### config.mk
export PLATFORM = sky130hd
export DESIGN_NAME = pc_unit
export DESIGN_NICKNAME = d
export VERILOG_FILES = /design/src/rtl/pc_unit_pkg.sv /design/src/rtl/pc_ras.sv /design/src/rtl/pc_unit.sv
export SDC_FILE = /design/constraint.sdc
export NUM_CORES = 1
export LEC_CHECK = 0
export CORE_MARGIN = 2
export CORE_UTILIZATION = 39
export DETAILED_ROUTE_END_ITERATION = 7
export GPL_TIMING_DRIVEN = 0
export PLACE_DENSITY_LB_ADDON = 0.2
export SYNTH_ARGS = -nofsm -noshare
export SYNTH_HDL_FRONTEND = slang
export SYNTH_SLANG_ARGS = --single-unit
### constraint.sdc
create_clock -name clk -period 4.3 [get_ports clk]
set_input_delay 0.645 -clock clk [delete_from_list [all_inputs] [get_ports clk]]
set_output_delay 0.645 -clock clk [all_outputs]
set_load 0.1 [all_outputs]
### src/rtl/pc_unit_pkg.sv
// Shared definitions for the program-counter unit: next-PC source select
// and the sequential step size.
package pc_unit_pkg;

    typedef enum logic [2:0] {
        SEL_RESET,
        SEL_TRAP,
        SEL_HOLD,
        SEL_RET,
        SEL_JUMP,
        SEL_BRANCH,
        SEL_SEQ
    } pc_sel_t;

    localparam int PC_STEP = 4;

endpackage

### src/rtl/pc_ras.sv
// Circular return-address stack. The pointer marks the next write slot, so
// a push while full lands on the oldest entry and the count saturates.
module pc_ras #(
    parameter int DEPTH = 4,
    parameter int WIDTH = 32
) (
    input  logic             clk,
    input  logic             reset,
    input  logic             push,
    input  logic             pop,
    input  logic [WIDTH-1:0] push_data,
    output logic [WIDTH-1:0] top,
    output logic             empty,
    output logic             full
);
    localparam int PW = $clog2(DEPTH);
    localparam int CW = PW + 1;

    logic [WIDTH-1:0] mem [DEPTH];
    logic [PW-1:0]    ptr;
    logic [CW-1:0]    count;

    assign top   = mem[ptr - PW'(1)];
    assign empty = (count == '0);
    assign full  = (count == CW'(DEPTH));

    // Pointer and occupancy; push and pop are never requested together.
    always_ff @(posedge clk) begin
        if (reset) begin
            ptr   <= '0;
            count <= '0;
        end else if (push) begin
            ptr <= ptr + PW'(1);
            if (!full)
                count <= count + CW'(1);
        end else if (pop && !empty) begin
            ptr   <= ptr - PW'(1);
            count <= count - CW'(1);
        end
    end

    // Entry storage is left uninitialised across reset; count gates its use.
    always_ff @(posedge clk) begin
        if (!reset && push)
            mem[ptr] <= push_data;
    end

endmodule

### src/rtl/pc_unit.sv
// Program counter with trap/stall/return/jump/branch redirection, a return
// address stack for call/return, and misaligned-target diversion to the trap
// vector.
module pc_unit
    import pc_unit_pkg::*;
#(
    parameter int               WIDTH        = 32,
    parameter logic [WIDTH-1:0] RESET_VECTOR = WIDTH'(32'h0000_0000),
    parameter logic [WIDTH-1:0] TRAP_VECTOR  = WIDTH'(32'h0000_0080),
    parameter int               RAS_DEPTH    = 4
) (
    input  logic             clk,
    input  logic             reset,
    input  logic             stall,
    input  logic             trap,
    input  logic             ret,
    input  logic             jump,
    input  logic             call,
    input  logic [WIDTH-1:0] jump_target,
    input  logic             branch_taken,
    input  logic [WIDTH-1:0] branch_target,
    output logic [WIDTH-1:0] pc_out,
    output logic [WIDTH-1:0] pc_plus4,
    output logic             redirect,
    output logic             misaligned,
    output logic             ras_empty,
    output logic             ras_full
);
    pc_sel_t          sel;
    logic [WIDTH-1:0] target;
    logic [WIDTH-1:0] ras_top;
    logic             bad_target;
    logic             ras_push;
    logic             ras_pop;

    assign pc_plus4 = pc_out + WIDTH'(PC_STEP);

    // Next-PC source by priority; a return with nothing stacked falls through
    // to the sequential path and also suppresses any concurrent jump.
    always_comb begin
        sel    = SEL_SEQ;
        target = pc_plus4;
        if (reset)
            sel = SEL_RESET;
        else if (trap)
            sel = SEL_TRAP;
        else if (stall)
            sel = SEL_HOLD;
        else if (ret) begin
            if (!ras_empty)
                sel = SEL_RET;
        end else if (jump)
            sel = SEL_JUMP;
        else if (branch_taken)
            sel = SEL_BRANCH;

        case (sel)
            SEL_RET:    target = ras_top;
            SEL_JUMP:   target = jump_target;
            SEL_BRANCH: target = branch_target;
            default:    target = pc_plus4;
        endcase
    end

    assign bad_target = (sel == SEL_RET || sel == SEL_JUMP || sel == SEL_BRANCH)
                        && (target[1:0] != 2'b00);
    assign ras_push   = (sel == SEL_JUMP) && call && !bad_target;
    assign ras_pop    = (sel == SEL_RET) && !bad_target;

    // PC register and the one-cycle redirect/misaligned status pulses.
    always_ff @(posedge clk) begin
        if (reset) begin
            pc_out     <= RESET_VECTOR;
            redirect   <= 1'b0;
            misaligned <= 1'b0;
        end else begin
            case (sel)
                SEL_TRAP: begin
                    pc_out     <= TRAP_VECTOR;
                    redirect   <= 1'b1;
                    misaligned <= 1'b0;
                end
                SEL_HOLD: begin
                    redirect   <= 1'b0;
                    misaligned <= 1'b0;
                end
                SEL_RET, SEL_JUMP, SEL_BRANCH: begin
                    pc_out     <= bad_target ? TRAP_VECTOR : target;
                    redirect   <= 1'b1;
                    misaligned <= bad_target;
                end
                default: begin
                    pc_out     <= pc_plus4;
                    redirect   <= 1'b0;
                    misaligned <= 1'b0;
                end
            endcase
        end
    end

    pc_ras #(
        .DEPTH (RAS_DEPTH),
        .WIDTH (WIDTH)
    ) u_ras (
        .clk       (clk),
        .reset     (reset),
        .push      (ras_push),
        .pop       (ras_pop),
        .push_data (pc_plus4),
        .top       (ras_top),
        .empty     (ras_empty),
        .full      (ras_full)
    );

endmodule

Word level (Yosys, flattened, before mapping)
Memories as Yosys holds them, arrays and structs flattened.
Cells that the tools add are included.
{"block": "totals", "out_inout_bits": 68, "wordCells": 55, "ram_bits": 128, "reg_bits": 39, "memories": 1, "in_bits": 72}
{"name": "u_ras.mem", "depth": 4, "width": 32, "rd": 1, "rd_clocked_by_memory_dff": 0, "wr": 1, "line_no": "pc_ras.sv:19", "rtl": "logic [WIDTH-1:0] mem [DEPTH];"}
{"block": "classes", "reduce_logical": 18, "mux": 18, "bitwise_logic": 1, "add_sub_neg": 5, "eq_ne": 7}
{"operator": "$pmux 32 s3", "count": 2}
{"operator": "$add 32x3->32 const B", "count": 1}
{"operator": "$mux 32", "count": 1}
{"operator": "$mux 3", "count": 8}
{"operator": "$eq 3x3->1 const B", "count": 3}
{"operator": "$mux 2", "count": 4}
{"operator": "$eq 3x2->1 const B", "count": 2}
{"operator": "$logic_and 1x1->1", "count": 6}
{"operator": "$reduce_bool 2->1", "count": 2}
{"operator": "$reduce_or 4->1", "count": 1}
{"operator": "$add 3x1->3 const B", "count": 1}
{"operator": "$eq 3x1->1 const B", "count": 1}
{"operator": "$logic_not 1->1", "count": 3}
{"operator": "$logic_not 3->1", "count": 1}
{"operator": "$mux 1", "count": 3}
{"operator": "$reduce_or 3->1", "count": 1}
{"operator": "$sub 3x1->3 const B", "count": 1}
{"operator": "$add 2x1->2 const B", "count": 1}
{"operator": "$logic_or 1x1->1", "count": 2}
{"operator": "$ne 2x2->1 const B", "count": 1}
{"operator": "$reduce_and 2->1", "count": 1}
{"operator": "$reduce_or 2->1", "count": 1}
{"operator": "$sub 2x1->2 const B", "count": 1}
{"operator": "$not 1->1", "count": 1}

Longest topological paths before layout
Gate-level depths: netlist (run 1).
{"block": "logic_depth", "depth_word": 15, "depth_mapped": 15, "mapped_depth_nobuf": 12}

Hierarchy
Synthesis (run 1) repeated with hierarchy kept, for this count alone.
{"block": "unflattened", "cells_unflattened": 587, "hier_area_um2": 7883.8}
{"module": "pc_ras", "seq_area_each_um2": 3943.8, "cells_per_inst": 216, "area_each_um2": 5003.5, "n_inst": 1}
{"module": "pc_unit", "seq_area_each_um2": 680.7, "cells_per_inst": 371, "area_each_um2": 2880.3, "n_inst": 1}

Least setup slack after synthesis (run 1)
Ideal clock, no wire load.
{"block": "synth_timing", "path_type": "flip-flop to output port", "start": "reg pc_out[7]", "end": "out pc_plus4[20]", "setup_slack_ps": -149, "path_stages_with_launch": 5, "path_buffers": 0, "t_required_ps": 3655, "t_arrival_ps": 3804, "cell_sequence": "dfxtp_1 -> nand3_1 -> nor4_1 -> nand3_1 -> xnor2_1"}
{"block": "synth_via", "elab_chain_len": 1}
{"item": "from (decl)", "line_no": "pc_unit.sv:22", "rtl": "output logic [WIDTH-1:0] pc_out,"}
{"item": "from (signal assigned)", "line_no": "pc_unit.sv:88", "rtl": "pc_out <= bad_target ? TRAP_VECTOR : target;"}
{"item": "from (signal assigned)", "line_no": "pc_unit.sv:93", "rtl": "pc_out <= pc_plus4;"}
{"item": "$add 32x3->32", "line_no": "pc_unit.sv:36", "rtl": "assign pc_plus4 = pc_out + WIDTH'(PC_STEP);"}
{"item": "to (decl)", "line_no": "pc_unit.sv:23", "rtl": "output logic [WIDTH-1:0] pc_plus4,"}
Every way passes these cells.

Final worst setup path (run 1)
{"block": "layout_timing", "start": "reg pc_out[4]", "end": "out pc_plus4[9]"}
The elaborated chain is that of the path after synthesis.

==> results of run 1 <==
==> critical path: cells and delay by family, from the launching register on <==
| kind | cells | cell delay, ns |
|---|---|---|
| xor+xnor | 1 | 0.37 |
| flops | 1 | 0.47 |
| simple gates | 2 | 0.68 |
| buf+inv | 2 | 1.53 |
==> cells in the final DEF (no fill, tap or decap), types with 18 or more instances in the layout <==
cell             Yosys  layout
a21oi_1             18      18
a222oi_1            29      29
clkbuf_1            31      34
clkdlybuf4s50_1      0     126
dfxtp_1             39      39
edfxtp_1           128     128
mux4_2              30      30
nand3b_1            29      29
nor2_1              27      27
o21ai_0             22      22
==> registers in the layout, indices dropped and copies added, names as in the netlist <==
name	cells
misaligned	1
pc_out	32
redirect	1
u_ras.count	3
u_ras.mem	128
u_ras.ptr	2
==> power by group <==
| group | leakage, uW | total [uW] | switching (uW) | internal (uW) |
|---|---|---|---|---|
| Sequential | 0.00149 | 1780 | 27.2 | 1750 |
| Clock | 0.000280 | 1520 | 601 | 924 |
| Combinational | 0.00166 | 496 | 345 | 151 |
| Total | 0.00343 | 3800 | 973 | 2820 |
==> path summary, 6_finish.rpt <==
| check | from | endpoint | slack, ns |
|---|---|---|---|
| setup / recovery | pc_out[4] | pc_plus4[9] | 0.18 |
| hold / removal | u_ras.ptr[1] | u_ras.ptr[1] | 0.55 |
| setup reg to reg | u_ras.ptr[0] | u_ras.count[2] | 0.35 |
| hold reg to reg | u_ras.ptr[1] | u_ras.ptr[1] | 0.55 |
==> area by class of cell <==
cell class	instances	area, um^2
Tap cell	265	332
Buffer	44	195
Clock inverter	9	129
Timing Repair Buffer	143	1510
Multi-Input combinational cell	352	3040
Clock buffer	22	454
Sequential cell	167	4620
Inverter	13	48.8
Fill cell	1659	9260
==> per-layer routing <==
metal  share of wire  up-vias  wire length (um)  track usage
met3           0.072       27              1670       0.0464
met1            0.43     3003             10100        0.308
met4           0.013        0               291       0.0495
li1                -     2692                 -            -
met2            0.48      289             11200        0.358
met5               0        -                 0            0
==> per-stage QoR <==
stage	hold slack, ns	instances	setup WS [ns]
6_report	0.551	1015	0.183
5_1_grt	0.574	1015	0.00968
4_1_cts	0.535	1016	0.00464
3_5_place_dp	0.526	985	-0.0123
3_3_place_gp	0.507	981	-0.468
2_1_floorplan	0.483	577	0.0811
==> cell families (layout without fill, tap and decap cells) <==
| family | count (synthesis) | in the layout |
|---|---|---|
| XOR/XNOR | 16 | 16 |
| AND/OR/NAND/NOR | 163 | 163 |
| AO/OA/AOI/OAI | 136 | 136 |
| flip-flops | 167 | 167 |
| buffers and inverters | 58 | 231 |
| adder cells (fa/ha/maj) | 6 | 6 |
| multiplexers | 31 | 31 |
==> timing repair <==
item / in CTS / in global routing
setup buffers: 0 / 0
gates resized for setup: 6 / 19
gates cloned: 0 / 0
endpoints found under the setup margin: 6 / 139
==> flow_summary.toml, run 1 <==
[place]
placed_area_mm2 = 0.00971
io_buffers = 139
gp_congestion = 0.850
dp_hpwl_mm = 16.7

[route]
detailroute.via_count = 6011
drtPass1Iterations = 6
drcViolationCount = 0
ant_nets = 0
viasPerCell = 5.92
wl_per_cell_um = 22.9
wirelength_mm = 23.2
drt-initial-drc-count = 845

[sta]
clock-skew-final_ns = 0.00743
tightest_slew_ns = 1.05
relSlewSlack = 0.296
period_minus_slack_ns = 4.12
rsz0062_at_grt = "false"
setup_tns_ns = 0
max_freq_mhz = 243
setup_viol = 0
report.final.slew_viol_count = 0
fin_crit_sh = 0.957
finalHoldViolCount = 0

[global_route]
track_usage = 0.221
grt_pass1_wl_mm = 35.7
grt_antenna_before_repair = 0
grt_max_degree = 18
grt_overflow_total = 0
grt_pass1_vias = 5989

[cells_and_area]
area_growth_syn_to_layout_pct = 31.6
antenna_cells = 0
drive_gt1_frac = 0.144
nNetsFinal = 816
fin_area_mm2 = 0.0103
final_util = 0.527

[power_and_ir_drop]
peakVddDrop_mv = 0.297
power_uw = 3800
power.density_mw_per_mm2 = 368
power_leakage_uw = 0.00343

[cts]
cts.sinks = 167
htreeDepth = 4
clk_pin_slew_ns = 0.06
cts_root_buf = "clkbuf_16"
insertion_delay_ns = 0.42
cts_tree = "built"
cts_hold_buf = 0
cts_buffers = 17
clockBufferDepth = 2

[logic_synthesis]
postSynth.asyncResetShare = 0
yosysMostFrequentCell = "edfxtp_1"
avgSynthCellArea_um2 = 13.6
synth_nets = 655
synth_compound_area_frac = 0.132
synth-seq-cells = 167
synthFlopType = "edfxtp_1"
synth_xor_area_frac = 0.0179
yosysSeqAreaShare = 0.589
synth_top_area_frac = 0.490
synth_edf_count = 128
synthTopCellsByCount = "128 x edfxtp_1, 39 x dfxtp_1, 31 x clkbuf_1"
synth_top_family_by_area = "simple AND/OR/NAND/NOR gates"
synth_cell_types = 63
synthAdderAreaFrac = 0.00956
synth.largest_area_cell = "edfxtp_1"
yosys_warnings = 0
syn_area_mm2 = 0.00785
synthSimpleGateAreaFrac = 0.133
synth_area_leaders = "edfxtp_1 49%, dfxtp_1 9.9%, mux4_2 8.6%"
synthMuxAreaShare = 0.0874
syn_inst = 577

[floorplan]
fp.coreArea_mm2 = 0.0196
io_pins = 140
die_y_um = 146
dieArea_mm2 = 0.0213
rows = 51
fp.dieW_um = 146
start_util = 0.401

[run]
cap_violations = 0

[setup_path]
cp_cell_sequence = "nand4_1 -> nand2b_1 -> clkbuf_1 -> xnor2_2 -> clkdlybuf4s50_1"
cpPeakStageDelay_ns = 1.20
crit_required_ns = 3.65
reg2reg_depth = 14
crit_type = "reg -> out"
critPathSlowestCell = "clkdlybuf4s50_1"
crit_path_end_kind = "primary output"
crit_arrival_ns = 3.47
path_max_fanout = 10
crit_path_start_kind = "flip-flop"

[status]
status = "finished clean"

[worst_hold_path]
hold_depth = 2
min_path_type = "reg -> reg"
No activity file was read; power rests on OpenSTA's default activity.
==> inputs of run 2 (changes only) <==
SETUP_SLACK_MARGIN = 0.4   (was default)
==> run 2 against run 1 <==
Net effect:
- the flow now finishes with violations (DRC)
- clock power hardly changed
- flip-flop and latch count stayed put
- register-to-register slack better by 0.29 ns
- hold slack worse by 0.0082 ns
- largest power group unchanged
==> flow_summary.toml, run 2 (same netlist as run 1, synthesis figures left out) <==
[setup_path]
cp_num_buf_inv = 1
cp_cell_sequence = "nand3_1 -> or4_4 -> nor3_1 -> or2_2 -> dlygate4sd2_1"
critPathSlowestCell = "dlygate4sd2_1"
r2r_slack_ns = 0.64
crit_path_start_kind = "flip-flop"
critPathTopFamily = "simple AND/OR/NAND/NOR gates"
cpPeakStageDelay_ns = 0.87
crit_type = "reg -> out"
crit_arrival_ns = 3.16
crit_required_ns = 3.65
path_max_fanout = 8
crit_path_end_kind = "primary output"

[cells_and_area]
fin_area_mm2 = 0.0104
antenna_cells = 0
top_register = "u_ras.mem"
nNetsFinal = 817
final_common_cell = "edfxtp_1"
drive_gt1_frac = 0.174
nFillCells = 1655
final_cells = 1016
area_growth_syn_to_layout_pct = 32.5
largest_reg_flops = 128
layout_common_cells = "128 x edfxtp_1, 113 x clkdlybuf4s50_1, 39 x dfxtp_1"
reg.largest.list = "u_ras.mem: 128 flops, pc_out: 32 flops, u_ras.count: 3 flops"

[sta]
relSlewSlack = 0.305
fin_crit_sh = 0.885
max_freq_mhz = 263
finalHoldViolCount = 0
setup_viol = 0
tightest_slew_ns = 1.04
rsz0062_at_grt = "true"
clock-skew-final_ns = 0.00689
report.final.slew_viol_count = 0
period_minus_slack_ns = 3.80

[floorplan]
die_y_um = 146
rows = 51
fp.coreArea_mm2 = 0.0196
dieArea_mm2 = 0.0213
io_pins = 140
start_util = 0.401
fp.dieW_um = 146

[run]
cap_violations = 0

[cts]
cts.sinks = 167
cts_buffers = 17
insertion_delay_ns = 0.42
clk_pin_slew_ns = 0.06
clockBufferDepth = 2
htreeDepth = 4
cts_root_buf = "clkbuf_16"
cts_hold_buf = 0
post_cts.repair.setup_buffers = 0
cts_tree = "built"

[global_route]
grt_max_degree = 22
grt_pass1_vias = 6211
grt_overflow_total = 0
track_usage = 0.224
grt_antenna_before_repair = 0
grt_pass1_wl_mm = 36.3

[route]
viasPerCell = 5.93
ant_nets = 0
detailroute.via_count = 6024
drt-initial-drc-count = 764
wl_per_cell_um = 23.1
wirelength_mm = 23.5
drtPass1Iterations = 8
drcViolationCount = 1

[power_and_ir_drop]
combinationalPowerShare = 0.131
switching_share = 0.257
p_switching_uw = 974
p_clk_frac = 0.400
peakVddDrop_mv = 0.306
power_uw = 3790
power.density_mw_per_mm2 = 364
power_leakage_uw = 0.00346
power_frac_seq = 0.469
cellInternalPower_uw = 2820

[status]
status = "finished with violations"
violations = "DRC"

[place]
placed_cells = 985
io_buffers = 139
placed_area_mm2 = 0.00975
dp_hpwl_mm = 16.7
gp_congestion = 0.866

[worst_hold_path]
min_path_type = "reg -> reg"
run 2: area by class of cell:
type	count	area, um^2	area share
timing repair buffer	143	1480	0.142
inverter	13	48.8	0.00469
sequential	167	4620	0.445
tap	265	332	0.0319
clock inverter	11	133	0.0127
clock buffer	20	447	0.0429
buffer	45	206	0.0198
multi-input combinational	352	3130	0.301
run 2: path summary, 6_finish.rpt:
check,start,to,cells past startpoint
max,pc_out[8],pc_plus4[18],5
max reg2reg,u_ras.ptr[0],u_ras.count[2],15
min reg2reg,u_ras.ptr[1],u_ras.ptr[1],2
min,u_ras.ptr[1],u_ras.ptr[1],2
run 2: per-layer routing:
layer / track usage / routed length [um] / vias to the layer above
li1: - / - / 2683
met1: 0.305 / 9770 / 3012
met2: 0.362 / 11300 / 310
met3: 0.0561 / 2170 / 19
met4: 0.0554 / 256 / 0
met5: 0 / 0 / -
run 2: power by group through the flow:
| stage | sequential [uW] | clock [uW] | combinational [uW] |
|---|---|---|---|
| detailed placement | 1810 | 0 | 498 |
| global route | 1780 | 1600 | 519 |
| global placement | 1810 | 0 | 493 |
| CTS | 1780 | 1530 | 497 |
| finish | 1780 | 1520 | 497 |
| floorplan | 1910 | 0 | 223 |
run 2: timing repair:
item | in CTS | in global routing
gates resized for setup | 44 | 33
endpoints found under the setup margin | 149 | 98
pin swaps | 0 | 0
run 2: per-stage QoR:
stage | setup slack (ns) | hold WS, ns | setup TNS [ns] | utilization
after floorplan | 0.452 | 0.483 | 0 | -
after global placement | -0.497 | 0.506 | -59.49 | 0.492
after detailed placement | 0.0449 | 0.523 | 0 | 0.498
after CTS | 0.162 | 0.532 | 0 | 0.529
after global routing | 0.329 | 0.541 | 0 | 0.531
final | 0.496 | 0.543 | 0 | 0.531
run 2: worst min-delay path, delay by kind of cell (launching register included):
family             cells  cell delay [ns]
DFF                    1             0.34
AOI/OAI and AO/OA      2             0.15
==> inputs of run 3 (changes only) <==
SETUP_SLACK_MARGIN = 0.1   (was 0.4)
SKIP_CTS_REPAIR_TIMING = 1   (was default)
SYNTH_HIERARCHICAL = 1   (was default)
==> run 3 against run 2 <==
Net effect:
- the run now ends clean
- global-route usage grew 0.47 points
- routed wire length is 3.9% higher
- critical path depth up 7
- core utilization decreased by 0.99 points
- clock-buffer cell count is 4 higher
- via count barely moved
- worst setup slack got worse by 0.29 ns
- highest routed layer unchanged
- synthesized cell count increased by 1.7%
- sequential power about the same
- largest cell class unchanged
- final area increased by 0.38%
- clock power fell by 3%
==> flow_summary.toml, run 3 <==
[setup_path]
crit_required_ns = 4.43
crit_path_end_kind = "flip-flop"
path_max_fanout = 17
crit_path_start_kind = "input pin"
crit_type = "in -> reg"
crit_arrival_ns = 4.23

[sta]
finalHoldViolCount = 0
tightest_slew_ns = 1.05
relSlewSlack = 0.296
period_minus_slack_ns = 4.10
report.final.slew_viol_count = 0
fin_crit_sh = 0.953
max_freq_mhz = 244
clock-skew-final_ns = 0.00559
timing.final.ws_setup_ns = 0.204
setup_tns_ns = 0
rsz0062_at_grt = "true"
setup_viol = 0

[place]
gp_congestion = 0.900
placed_cells = 999
pre_cts_ws_ns = -0.879
placed_area_mm2 = 0.00980
io_buffers = 138
dp_hpwl_mm = 17.1

[cells_and_area]
final_cells = 1035
antenna_cells = 0
largest_reg_flops = 128
nNetsFinal = 830
final_util = 0.521
drive_gt1_frac = 0.184
nFillCells = 1764
area_growth_syn_to_layout_pct = 32.5
top_register = "u_ras/mem"
final_common_cell = "edfxtp_1"
fin_area_mm2 = 0.0104
layout_common_cells = "128 x edfxtp_1, 116 x clkdlybuf4s50_1, 37 x dfxtp_1"
reg.largest.list = "u_ras/mem: 128 flops, pc_out: 32 flops, u_ras/count: 3 flops"

[floorplan]
dieArea_mm2 = 0.0214
start_util = 0.393
fp.coreArea_mm2 = 0.0200
rows = 52
io_pins = 140
die_y_um = 146
fp.dieW_um = 146

[route]
drcViolationCount = 0
detailroute.via_count = 6030
wl_per_cell_um = 23.6
drt-initial-drc-count = 662
viasPerCell = 5.83
drtPass1Iterations = 5
wirelength_mm = 24.4
ant_nets = 0

[global_route]
grt_pass1_vias = 5939
grt_overflow_total = 0
grt_max_degree = 22
track_usage = 0.229
grt_antenna_before_repair = 0
grt_pass1_wl_mm = 36.3

[logic_synthesis]
synth.largest_area_cell = "edfxtp_1"
syn_area_mm2 = 0.00788
yosys_warnings = 6
synthFlopType = "edfxtp_1"
synth-seq-cells = 167
yosysSeqAreaShare = 0.587
yosysMostFrequentCell = "edfxtp_1"
synth_area_leaders = "edfxtp_1 49%, dfxtp_1 9.9%, mux4_2 9.1%"
synth_top_area_frac = 0.488
synth_cell_types = 76
syn_inst = 587
avgSynthCellArea_um2 = 13.4
synthTopCellsByCount = "128 x edfxtp_1, 39 x dfxtp_1, 32 x mux4_2"
synth_edf_count = 128
postSynth.asyncResetShare = 0
synth_nets = 665

[status]
status = "finished clean"

[cts]
clk_pin_slew_ns = 0.06
cts_tree = "built"
clockBufferDepth = 2
cts_buffers = 17
cts_root_buf = "clkbuf_16"
insertion_delay_ns = 0.43
htreeDepth = 4
cts.sinks = 167

[power_and_ir_drop]
power.density_mw_per_mm2 = 340
power_leakage_uw = 0.00367
peakVddDrop_mv = 0.285

[run]
cap_violations = 0

[worst_hold_path]
min_path_type = "reg -> reg"
==> run 3: changes by cell type after synthesis, moves of 11 or more <==
cell      delta
nand3b_1    -26
nand2_1     +14
a222oi_1    -13
clkbuf_1    -11
==> run 3: routing by layer <==
layer,up-vias,track usage,share of wire
met4,0,0.0791,0.020
met5,-,0,0
li1,2666,-,-
met1,3024,0.324,0.43
met3,34,0.0372,0.077
met2,306,0.361,0.47
==> run 3: area by class of cell <==
type / count / area [um^2] / share of cell area
sequential: 167 / 4630 / 0.443
multi-input combinational: 364 / 3110 / 0.298
timing repair buffer: 146 / 1520 / 0.146
clock buffer: 24 / 452 / 0.0433
tap: 270 / 338 / 0.0324
buffer: 41 / 235 / 0.0225
clock inverter: 8 / 103 / 0.00983
inverter: 15 / 56.3 / 0.00539
==> run 3: cell families after synthesis <==
kind of cell,after synthesis,share of synthesized area
adder cells (fa/ha/maj),6,0.0105
flip-flops,167,0.587
buffers and inverters,56,0.0348
XOR/XNOR,24,0.0267
AND/OR/NAND/NOR,169,0.124
AO/OA/AOI/OAI,127,0.118
multiplexers,38,0.0995
==> run 3: worst paths after layout <==
kind | cells past startpoint | start | end | slack, ns
min reg2reg | 0 | pc_out[1] | u_ras/mem[2][1] | 0.54
max reg2reg | 15 | u_ras/ptr[0] | u_ras/mem[0][18] | 0.21
max | 12 | trap | u_ras/mem[0][18] | 0.20
min | 0 | pc_out[1] | u_ras/mem[2][1] | 0.54
==> run 3: report_power, final <==
part           switching (uW)  internal, uW  leakage, uW
registers                14.4          1730      0.00148
clock network             618           855     0.000262
logic                     220           113      0.00193
total                     852          2700      0.00367
==> run 3: through the flow <==
stage                     hold slack, ns  total power (uW)
after floorplan                    0.497              1970
after global placement             0.523              2110
after detailed placement           0.539              2110
after CTS                          0.549              3560
after global routing               0.564              3640
final                              0.543              3550
==> run 3: worst max-delay path, cell delays in order <==
cell and delay, ns:
clkdlybuf4s50_1 0.56, or4b_4 0.59, nor4_4 0.28, buf_4 0.20, o22a_4 0.20, buf_8 0.17
and3_4 0.24, buf_4 0.17, inv_1 0.10, nor2_1 0.21, and2_2 0.59, buf_16 0.25
